$ cat src/rtl/uart_rcv_ctrl.sv
// UART receive controller: start-bit detect, mid-bit shift strobes, stop check, byte load with error flags.
// Latency: first strobe D+1.5 bit periods after the synchronized falling edge; rx_data valid 3 cycles after the stop-bit strobe.
// Backpressure: none; an unread byte is overwritten and flagged with overrun_error.
module uart_rcv_ctrl #(
    parameter int CLKS_PER_BIT = 10,
    parameter int DATA_BITS    = 8
) (
    input  logic                 clk,
    input  logic                 n_rst,
    input  logic                 serial_in,
    input  logic [DATA_BITS:0]   packet_data,
    input  logic                 data_read,
    output logic                 shift_strobe,
    output logic [DATA_BITS-1:0] rx_data,
    output logic                 data_ready,
    output logic                 overrun_error,
    output logic                 framing_error
);

    localparam int TW = $clog2(CLKS_PER_BIT);
    localparam int CW = $clog2(DATA_BITS + 1);
    localparam logic [TW-1:0] TMR_LAST   = TW'(CLKS_PER_BIT - 1);
    localparam logic [TW-1:0] TMR_HALF_1 = TW'(CLKS_PER_BIT / 2 - 1);
    localparam logic [TW-1:0] TMR_HALF_2 = TW'(CLKS_PER_BIT / 2 - 2);
    localparam logic [CW-1:0] CNT_STOP   = CW'(DATA_BITS);

    typedef enum logic [2:0] {IDLE, START, DATA, STOP_CHK, LOAD} state_t;

    state_t        state;
    logic [TW-1:0] timer;
    logic [CW-1:0] bit_cnt;
    logic          sync_meta;
    logic          sync_cur;
    logic          sync_prev;
    logic          start_det;
    logic [TW-1:0] timer_nxt;

    always_ff @(posedge clk or negedge n_rst) begin
        if (!n_rst) begin
            sync_meta <= 1'b1;
            sync_cur  <= 1'b1;
            sync_prev <= 1'b1;
        end else begin
            sync_meta <= serial_in;
            sync_cur  <= sync_meta;
            sync_prev <= sync_cur;
        end
    end

    assign start_det = (state == IDLE) && sync_prev && !sync_cur;
    assign timer_nxt = (timer == TMR_LAST) ? '0 : timer + 1'b1;

    // The strobe is registered, so it is armed one cycle before the mid-bit point.
    always_ff @(posedge clk or negedge n_rst) begin
        if (!n_rst) begin
            state         <= IDLE;
            timer         <= '0;
            bit_cnt       <= '0;
            shift_strobe  <= 1'b0;
            rx_data       <= '0;
            data_ready    <= 1'b0;
            overrun_error <= 1'b0;
            framing_error <= 1'b0;
        end else begin
            shift_strobe <= 1'b0;
            if (data_read && state != LOAD) begin
                data_ready    <= 1'b0;
                overrun_error <= 1'b0;
            end
            case (state)
                IDLE: begin
                    if (start_det) begin
                        state         <= START;
                        timer         <= '0;
                        bit_cnt       <= '0;
                        framing_error <= 1'b0;
                    end
                end
                START: begin
                    timer <= timer_nxt;
                    if (timer == TMR_HALF_1)
                        state <= sync_cur ? IDLE : DATA;
                end
                DATA: begin
                    timer <= timer_nxt;
                    if (timer == TMR_HALF_2)
                        shift_strobe <= 1'b1;
                    if (shift_strobe) begin
                        if (bit_cnt == CNT_STOP)
                            state <= STOP_CHK;
                        else
                            bit_cnt <= bit_cnt + 1'b1;
                    end
                end
                STOP_CHK: begin
                    if (packet_data[DATA_BITS]) begin
                        state <= LOAD;
                    end else begin
                        framing_error <= 1'b1;
                        state         <= IDLE;
                    end
                end
                LOAD: begin
                    rx_data    <= packet_data[DATA_BITS-1:0];
                    data_ready <= 1'b1;
                    if (data_ready && !data_read)
                        overrun_error <= 1'b1;
                    state <= IDLE;
                end
                default: state <= IDLE;
            endcase
        end
    end

endmodule

$ cat config.mk
export PLATFORM = sky130hd
export DESIGN_NAME = uart_rcv_ctrl
export DESIGN_NICKNAME = d
export VERILOG_FILES = /design/src/rtl/uart_rcv_ctrl.sv
export SDC_FILE = /design/constraint.sdc
export NUM_CORES = 1
export LEC_CHECK = 0
export BUFFER_PORTS_ARGS = -buffer_cell sky130_fd_sc_hd__buf_2
export CORE_MARGIN = 2
export CORE_UTILIZATION = 41
export DETAILED_ROUTE_END_ITERATION = 7
export PLACE_DENSITY = 0.64
export SYNTH_ARGS = -nofsm -noshare
export SYNTH_HDL_FRONTEND = slang
export SYNTH_SLANG_ARGS = --single-unit
export TNS_END_PERCENT = 20
$ cat constraint.sdc
create_clock -name clk -period 5.05 [get_ports clk]
set_input_delay 0.505 -clock clk [delete_from_list [all_inputs] [get_ports clk]]
set_output_delay 0.505 -clock clk [all_outputs]
set_load 0.05 [all_outputs]
# Word level (Yosys, flattened, before mapping)
# Index checks and enable logic that the tools add are counted.
# word_totals
reg_bits	26
inputBits	13
out_inout_bits	12
wordCells	67
# op_classes
add_sub_neg	2
n_eq_ne	15
mux	23
n_reduce_logical	16
# op_table
op	count
$mux W4	4
$pmux W4 S2	2
$mux W3	5
$ne A2 B2 Y1 const B	6
$pmux W3 S4	1
$mux W1	9
$add A4 B1 Y4 const B	2
$eq A4 B4 Y1 const B	2
$reduce_and A4 Y1	2
$reduce_bool A2 Y1	4
$eq A3 B2 Y1 const B	2
$eq A4 B2 Y1 const B	1
$eq A4 B3 Y1 const B	1
$logic_and A1 B1 Y1	4
$eq A3 B1 Y1 const B	1
$eq A3 B3 Y1 const B	1
$logic_not A3 Y1	1
$ne A3 B3 Y1 const B	1
$reduce_and A3 Y1	1
$logic_not A1 Y1	2
$mux W2	1
$pmux W1 S2	1
$reduce_and A2 Y1	1
$reduce_or A2 Y1	1

# Depth between registers and ports, before layout
# Gate-level depths: netlist of run 1.
# depth
ltp_word	5
ltp_mapped	6
mapped_depth_nobuf	6

# Least setup slack after synthesis of run 1
# OpenSTA, ideal clock, no wires.
# synth_path
kind	reg2reg
start	reg sync_prev
end	reg bit_cnt[0]
setup_time_ns	0.104
t_arrival_ns	1.622
t_required_ns	4.946
slack_ns	3.324
path_stages_with_launch	5
n_path_buf	0
synth_period_minus_slack_ns	1.726
path_cell_list	dfstp_2 -> or3b_1 -> a21o_1 -> or4b_1 -> o311ai_1
# synth_via
elab_chain_cells	4
# synth_rtl
item	line	text
start, declared	34	logic sync_prev;
start signal, assigned	46	sync_prev <= sync_cur;
$logic_and A1 B1 Y1 (2 in series)	50	assign start_det = (state == IDLE) && sync_prev && !sync_cur;
$ne A2 B2 Y1 (no source line)	--	
$reduce_and A4 Y1 (no source line)	--	
end signal, assigned	92	bit_cnt <= bit_cnt + 1'b1;
end, declared	31	logic [CW-1:0] bit_cnt;
# No other way between the ends.
# A chain may end at the register's enable or synchronous reset.

# Worst setup path in the final report of run 1
# layout_path
start	reg state[1]
end	reg bit_cnt[0]
# layout_via
elab_chain_cells	5
elab_cells_between_ends	10
cone_classes	eq/ne: 4; mux: 1; reduce/logical: 5
# layout_rtl
item	line	text
start, declared	29	state_t state;
start signal, assigned	82	state <= sync_cur ? IDLE : DATA;
$logic_not A3 Y1	50, 70	
$logic_and A1 B1 Y1 (2 in series)	50	
$ne A2 B2 Y1 (no source line)	--	
$reduce_and A4 Y1 (no source line)	--	
# Parallel ways exist; a longest one is shown, timed or not.

==> impl_results.md, run 1 <==
* Outcome: complete, no violations
* First-pass GRT wire length at about 3400 microns
* Combinational share of power at between 40% and 50%
* Post-synthesis async set-or-reset flop share at 100%
* Vias in the first global route at 765
* Syn nets at about 130
* CTS Root Cell: clkbuf_4
* Synth Area per Inst at between 10 and 15 sq um
* Top_reg_cell synth: dfrtp_1
* Routed vias at approximately 880
* Layout cells sized above 1 at ~32%
* Maximum VDD drop at around 0.39 mV
* I/O pin count at 25
* Least-Margin Pin Slew at roughly 0.55 ns
* CTS Buffer Depth at 2
* Hold_buf cts at 0
* Post-Synthesis Cells at 110
* Ys Warns at 0
* Routability congestion estimate from global placement at just over 0.8
* Clock network fraction of total power at 14.7%
* CTS tree: built
* Antenna Nets Post-Route at 0
* Crit-path max FO at 15
* Max Slew Vio Count at 0
* Clk pin slew, worst setup/hold paths at roughly 0.14 ns
* Initial antenna violation count at 0
* Switch Pwr at 305 uW
* Arrival time worst endpoint at about 2.2 ns
* Internal at around 410 uW
* Die area at 0.00342 sq mm
* Maximum clock rate at between 500 and 600 MHz
* Clock Latency Late Sink at about 0.32 ns
* CP max stage delay at ~0.55 ns
* Pwr dens at 514 mW/mm^2
* H-tree level count at 1
* Postcts setup bufs at 0
* GR Util All Layers at between 10% and 20%
* Rows at 19
* Fin Clk Skew at 0.00450 ns
* DRC Markers at 0
* DIE WIDTH at between 50 and 60 microns
* Detailed router's first-iteration violation count at 13
* Fin Setup TNS at 0 ns
* Area of the multi-input gates at roughly 520 sq um
* Largest net degree at the start of global routing at 27
* Placed cell count at approximately 160
* Area delta synth->final at 14.4%
* Hold WC Path Type: in2async
* Sw Share at between 40% and 50%
* CTS Sinks at 26
* ANT cells at 0
* Core footprint at around 0.0028 sq mm
* CP Cell Sequence: or3b_1, a21o_1, or4b_1, o311ai_1
* Final wirelength at between 2000 and 2500 microns
* CP Capture Type: register
* Final HPWL DP at approximately 1500 microns
* Initial Util at 43.7%
* Fin nets at 153
* Fin crit period at around 1.9 ns
* Crit share post-route at between 30% and 40%
* Fin. Hold Viols at 0
* Num CTS Buffers at 3
* Post-synthesis sequential area ratio at between 50 and 60%
* Cell variety after synth at 33
* Global route overflow at 0
* First drt pass iteration count at 4
* Pleak at between 0.0006 and 0.0007 uW
* Max_slew headroom at 63.0%
* I/O Buffers at 24
* Buffers & Inverters on Critical Path at 0
* DR vias/cell at 5.34
* Crit path max-delay cell type: dfrtp_1
* Layout filler cell count at 263
* WL/cell at roughly 13 microns
* Register area at 654 sq um
* EDFF count, synth at 0
* Die Y at between 50 and 60 microns
* Post-cts sizing count at 0
* Synth Register Bits at 26
* Util after Layout at 50.0%
* Kind of critical path: reg2reg
* Non-filler cells, final at roughly 170
* Kind of cell adding the most delay to the critical path: simple AND/OR/NAND/NOR gates
* Max-Cap Viols at 0
* Worst Setup Start Kind: register
* Final setup viols at 0
* Post-Syn Area at ~0.0012 sq mm
* Sequential power share at between 40 and 50%
* Worst Path Required at between 5 and 6 ns
* RSZ-0062 raised after global routing: no
-- final cells by class --
cell class / instances / share of cell area [%]
inverter: 6 / 1.62
tap: 31 / 2.79
multi-input combinational: 74 / 37.3
clock buffer: 4 / 2.61
sequential: 26 / 47.0
timing repair buffer: 24 / 8.63
-- layer usage --
metal / up-vias / global-route usage [%] / part of all wire (%) / wire [microns]
met5: - / 0 / 0 / 0
li1: 434 / - / - / -
met1: 430 / 17.6 / 47 / 963
met2: 12 / 19.3 / 48 / 999
met3: 5 / 4.84 / 3.9 / 80
met4: 0 / 3.99 / 1.0 / 21
-- worst paths after layout --
check,from,to,slack [ns],depth (start not counted)
max,state[1],bit_cnt[0],3.13,4
min,n_rst,rx_data[3],0.15,1
max reg2reg,state[1],bit_cnt[0],3.13,4
min reg2reg,sync_meta,sync_cur,0.36,0
max in group asynchronous,n_rst,sync_cur,4.53,1
min in group clk,serial_in,sync_meta,0.27,1
-- synth_stat cells (all sizes together), types with 2 or more instances --
master  count  area [sq um]
o311ai      2          17.5
ha          5          62.6
nand4b      2          17.5
inv         6          22.5
nor2        5          18.8
or2         3          18.8
nand2b      2          12.5
mux2        8          90.1
nor4        2          12.5
a21o        2          15.0
a21oi       3          15.0
buf         4          20.0
nand3       5          25.0
dfstp       3          78.8
dfrtp      23           576
a22o        2          17.5
nand3b      2          15.0
nand2      11          41.3
o21ai       7          35.0
-- state kept, by name, indices dropped and copies added, names as in the netlist --
signal and cells:
rx_data 8, sync_meta 1, sync_prev 1, timer 4, state 3, shift_strobe 1
data_ready 1, bit_cnt 4, framing_error 1, sync_cur 1, overrun_error 1
-- power groups by stage --
stage / logic, uW / clock network (uW) / registers (uW)
floorplan: 134 / 0 / 412
global placement: 294 / 0 / 315
detailed placement: 298 / 0 / 318
CTS: 300 / 109 / 313
global route: 322 / 117 / 322
finish: 297 / 105 / 313
-- per-stage QoR --
stage	hold slack (ns)	total power, uW	cell area, sq um	setup slack (ns)
after global routing	0.176	761	1390	3.03
after CTS	0.161	722	1390	3.12
after detailed placement	0.348	616	1360	3.16
after floorplan	0.209	546	1220	3.32
final	0.149	715	1390	3.13
after global placement	0.346	609	1360	3.20
-- kinds of logic after synthesis --
kind of cell / count (synthesis) / share of synthesized area [%]
AO/OA/AOI/OAI: 19 / 10.4
adder cells (fa/ha/maj): 5 / 5.14
multiplexers: 8 / 7.41
flip-flops: 26 / 53.8
XOR/XNOR: 1 / 0.720
buffers and inverters: 10 / 3.50
AND/OR/NAND/NOR: 41 / 19.0
-- placed cells by master, fill, tap and decap left out, types with 2 or more instances in the layout --
| cell | instances |
|---|---|
| a21oi_1 | 3 |
| dfrtp_1 | 23 |
| o21ai_0 | 7 |
| nor2_1 | 5 |
| buf_2 | 24 |
| ha_1 | 5 |
| inv_1 | 6 |
| nand3_1 | 5 |
| mux2_2 | 8 |
| a22o_1 | 2 |
| or2_2 | 3 |
| clkbuf_4 | 3 |
| nand2_1 | 11 |
| dfstp_2 | 3 |
| nand3b_1 | 2 |
| nor4_1 | 2 |
| nand2b_1 | 2 |
| a21o_1 | 2 |
| nand4b_1 | 2 |
No activity file was read; power rests on OpenSTA's default activity.
==> run 2: changes to the inputs <==
==> constraint.sdc (replaced) <==
create_clock -name clk -period 2 [get_ports clk]
set_input_delay 0.2 -clock clk [delete_from_list [all_inputs] [get_ports clk]]
set_output_delay 0.2 -clock clk [all_outputs]
set_load 0.05 [all_outputs]
==> run 2 against run 1 <==
Net effect: worst setup slack worse by 3.0 ns; global-route usage increased by 0.59 points; via count rose by 0.91%; non-clock buffer count rose by 4; critical path depth is the same; clock skew shrank 0.0014 ns; wire length up 5.1%; utilization rose by 1.8 points; largest power group unchanged.
==> impl_results.md, run 2 (synthesized netlist as in run 1, its figures left out) <==
* Die Y at 58.5 microns
* Detailed router's first-iteration violation count at 36
* Top flop regs: rx_data (8), bit_cnt (4), timer (4)
* Fin Setup TNS at 0 ns
* Fin Clk Skew at ~0.0031 ns
* Die area at between 0.003 and 0.004 sq mm
* WL/cell at approximately 13 microns
* Max reg flops at 8
* Final HPWL DP at roughly 1600 microns
* Max_slew headroom at about three fifths
* Fin crit period at between 1.5 and 2 ns
* Maximum clock rate at between 500 and 600 MHz
* First-pass GRT wire length at ~3500 microns
* Global route overflow at 0
* Core footprint at between 0.002 and 0.003 sq mm
* Worst slack, placed at 0.213 ns
* Final wirelength at between 2000 and 2500 microns
* Routability congestion estimate from global placement at around 0.78
* Kind of critical path: reg2reg
* Worst setup margin at 0.172 ns
* RSZ-0062 raised after global routing: no
* CTS Buffer Depth at 2
* Initial antenna violation count at 0
* Commonest non-fill, non-tap cells in the layout: buf_2 (24), dfrtp_1 (23), nand2_1 (11)
* Largest net degree at the start of global routing at 27
* I/O Buffers at 24
* Pwr dens at about 1300 mW/mm^2
* Worst Setup Start Kind: register
* Placed Area at about 0.0014 sq mm
* Post-cts sizing count at 0
* First drt pass iteration count at 4
* Max Slew Vio Count at 0
* Worst Path Required at 2.23 ns
* Pleak at around 0.00072 uW
* Routed vias at between 800 and 900
* Num CTS Buffers at 3
* DIE WIDTH at between 50 and 60 microns
* Area delta synth->final at 18.6%
* GR peak layer: met2
* Commonest non-fill, non-tap cell in the layout: buf_2
* DR vias/cell at ~5.3
* Layout cells sized above 1 at between 30% and 40%
* Fin nets at 157
* Arrival time worst endpoint at around 2.1 ns
* Hold WC Path Type: in2reg
* GR Util All Layers at 13.5%
* Maximum VDD drop at 1.09 mV
* Final setup viols at 0
* CTS Sinks at 26
* Reg with most FFs: rx_data
* Met3 GRT Util at between 4 and 5%
* CTS Root Cell: clkbuf_4
* Fin. Hold Viols at 0
* Vias in the first global route at slightly above 800
* CTS tree: built
* Clk pin slew, worst setup/hold paths at roughly 0.14 ns
* Met1 global-route usage at between 15 and 20%
* Rows at 19
* ANT cells at 0
* I/O pin count at 25
* H-tree level count at 1
* Postcts setup bufs at 0
* Hold_buf cts at 2
* Least-Margin Pin Slew at ~0.58 ns
* Post-route cell area at 0.00144 sq mm
* Clock Latency Late Sink at 0.32 ns
* Initial Util at 43.7%
* Max-Cap Viols at 0
* CP Capture Type: register
* M2 GR Usage at about 20%
* Crit-path max FO at 8
* Outcome: complete, no violations
* DRC Markers at 0
* Antenna Nets Post-Route at 0
* Crit share post-route at 91.4%
[run 2: cell types whose count changed in the layout (fill, tap and decap cells not counted), sizes merged]
cell / delta
clkbuf: -1
bufinv: +1
dlygate4sd3: +2
buf: +2
[run 2: layout make-up]
class | count | area (sq um)
fillers | 270 | 1340
flip-flops and latches | 26 | 654
multi-input cells | 74 | 519
repair buffers | 28 | 155
well taps | 31 | 38.8
clock inverters | 1 | 30.0
clock buffers | 3 | 22.5
inverters | 6 | 22.5
[run 2: critical path, cell delays in order (launching register included)]
cell      delay (ns)
dfstp_2         0.55
or3b_1          0.36
a21o_1          0.26
or4b_1          0.48
o311ai_1        0.08
[run 2: worst paths after layout]
path | from | to | slack, ns | cells past startpoint
worst min register to register | sync_meta | sync_cur | 0.37 | 0
worst max register to register | sync_prev | bit_cnt[0] | 0.17 | 4
max in group asynchronous | n_rst | sync_prev | 1.24 | 2
worst max-delay path | sync_prev | bit_cnt[0] | 0.17 | 4
worst min-delay path | data_read | overrun_error | 0.07 | 2
min in group asynchronous | n_rst | rx_data[7] | 0.39 | 2
[run 2: metal layers]
metal	wire length [microns]	share of wire [%]
met1	1050	49
met2	1030	47
met3	74	3.4
met4	13	0.60
met5	0	0
[run 2: where the power goes]
part / switching, uW / leakage [uW] / internal [uW]
clock: 156 / 0.0000279 / 203
sequential: 114 / 0.000341 / 667
combinational: 506 / 0.000355 / 263
[run 2: stage by stage]
stage          utilization, %  cells  hold WS (ns)  power [uW]
2_1_floorplan               -    110       -0.0956        1380
3_3_place_gp             49.3    163         0.225        1540
3_5_place_dp             49.3    163         0.233        1570
4_1_cts                  51.9    169        0.0690        1930
5_1_grt                  51.9    169        0.0619        2040
6_report                 51.9    169        0.0673        1910
==> run 3: changes to the inputs <==
--- a/config.mk
+++ b/config.mk
@@ -7,9 +7,9 @@
 export LEC_CHECK = 0
 export BUFFER_PORTS_ARGS = -buffer_cell sky130_fd_sc_hd__buf_2
 export CORE_MARGIN = 2
-export CORE_UTILIZATION = 41
+export CORE_UTILIZATION = 53
 export DETAILED_ROUTE_END_ITERATION = 7
-export PLACE_DENSITY = 0.64
+export PLACE_DENSITY = 0.79
 export SYNTH_ARGS = -nofsm -noshare
 export SYNTH_HDL_FRONTEND = slang
 export SYNTH_SLANG_ARGS = --single-unit
==> run 3 against run 2 <==
Net effect: worst hold slack got worse by 0.0022 ns; combinational power increased by 1%; wire length increased by 4.7%; sequential share of layout area increased by 0.12 points; utilization increased by 14 points; non-clock buffer count unchanged; first-iteration DRC count decreased by 69%; global-route usage increased by 5.5 points; clock skew about the same; clock-buffer cell count unchanged; register-to-register slack about the same; critical path type unchanged.
==> impl_results.md, run 3 (synthesized netlist as in run 1, its figures left out) <==
* Outcome: complete, no violations
* Initial antenna violation count at 0
* Hold WC Path Type: in2reg
* I/O Buffers at 24
* H-tree level count at 1
* Cell depth of the worst flop-to-flop path at 4
* Commonest non-fill, non-tap cells in the layout: buf_2 (24), dfrtp_1 (23), nand2_1 (11)
* Maximum VDD drop at 1.03 mV
* Reg2reg start: sync_prev
* CP Cell Sequence: or3b_1, a21o_1, or4b_1, o311ai_1
* First-pass GRT wire length at approximately 3800 microns
* Max_slew headroom at just over 60%
* FF-to-FF End: bit_cnt[0]
* Fin Setup TNS at 0 ns
* Final HPWL DP at 1640 microns
* Final setup viols at 0
* Routed vias at between 900 and 1,000
* ANT cells at 0
* Least-Margin Pin Slew at between 0.5 and 0.6 ns
* Kind of critical path: reg2reg
* Initial Util at approximately 56%
* CP max stage delay at between 0.5 and 0.6 ns
* Post-route cell area at ~0.0014 sq mm
* Final wirelength at between 2000 and 2500 microns
* Area delta synth->final at 18.3%
* Crit path max-delay cell type: dfstp_2
* Layout cells sized above 1 at roughly 33%
* CTS tree: built
* Worst Path Required at between 2 and 2.5 ns
* Max-Cap Viols at 0
* WL/cell at between 10 and 15 microns
* WHS Endpoint: overrun_error
* Pleak at 0.000724 uW
* Detailed router's first-iteration violation count at 11
* Die area at roughly 0.0027 sq mm
* Crit share post-route at between 90% and 100%
* CP Capture Type: register
* GR Util All Layers at 19.1%
* Fin Clk Skew at approximately 0.0033 ns
* CTS Root Cell: clkbuf_4
* Max reg flops at 8
* Worst Setup Start Kind: register
* Routability congestion estimate from global placement at slightly above 0.7
* Hold path depth at 2
* Rows at 17
* DRC Markers at 0
* Arrival time worst endpoint at ~2 ns
* DIE WIDTH at 51.9 microns
* First drt pass iteration count at 4
* Top flop regs: rx_data (8), bit_cnt (4), timer (4)
* Commonest non-fill, non-tap cell in the layout: buf_2
* CTS Sinks at 26
* Util after Layout at 65.7%
* Core footprint at around 0.0022 sq mm
* Vias in the first global route at ~870
* DR vias/cell at 5.45
* RSZ-0062 raised after global routing: no
* Num CTS Buffers at 3
* Fin crit period at 1.82 ns
* Fin. Hold Viols at 0
* Hold path start: data_read
* Global route overflow at 0
* Largest net degree at the start of global routing at 27
* Die Y at 51.9 microns
* Placed Area at 0.00137 sq mm
* Antenna Nets Post-Route at 0
* Fin nets at 157
* Reg with most FFs: rx_data
* I/O pin count at 25
* CTS Buffer Depth at 2
* Reg2Reg Setup Slack at 0.18 ns
* Clk pin slew, worst setup/hold paths at around 0.15 ns
* Maximum clock rate at between 500 and 600 MHz
* Pwr dens at 1340 mW/mm^2
* Max Slew Vio Count at 0
* Crit-path max FO at 8
* Clock Latency Late Sink at around 0.33 ns
-- run 3: through the flow --
step	power [uW]	setup slack (ns)	hold slack, ns	instances
2_1_floorplan	1380	0.274	-0.0956	110
3_3_place_gp	1540	0.242	0.220	160
3_5_place_dp	1570	0.215	0.225	160
4_1_cts	1940	0.176	0.0703	166
5_1_grt	2050	0.0931	0.0699	166
6_report	1930	0.183	0.0650	166
-- run 3: worst max-delay path, delay by kind of cell, from the launching register on --
family	cells	cell delay, ns
AOI/OAI and AO/OA	2	0.34
DFF	1	0.55
and+or+nand+nor	2	0.84
-- run 3: power by group --
group / switching, uW / internal, uW
sequential: 114 / 667
combinational: 515 / 264
clock: 164 / 203
-- run 3: routing by layer --
layer  GRT usage [%]  up-vias  routed length, microns
met4            7.89        0                      23
met3            3.45        4                      66
met2            32.1       23                    1170
met5               0        -                       0
li1                -      447                       -
met1            24.0      431                    1010
-- run 3: repair_timing --
item,in CTS,in global routing
hold buffers,2,0
gates resized for setup,0,0
buffers inserted,0,0
endpoints found under the hold margin,24,0
-- run 3: layout make-up --
cell class / instances / area [sq um]
timing repair buffer: 28 / 155
clock buffer: 3 / 22.5
fill: 181 / 752
multi-input combinational: 74 / 519
inverter: 6 / 22.5
clock inverter: 1 / 30.0
tap: 28 / 35.0
sequential: 26 / 654
-- run 3: how the worst max path moves through the flow --
stage	startpoint	end	cells after the start
detailed placement	sync_prev	bit_cnt[0]	4
global placement	sync_prev	bit_cnt[0]	4
finish	sync_prev	bit_cnt[0]	4
CTS	sync_prev	bit_cnt[0]	4
floorplan	sync_prev	bit_cnt[0]	4
global route	sync_prev	bit_cnt[0]	4
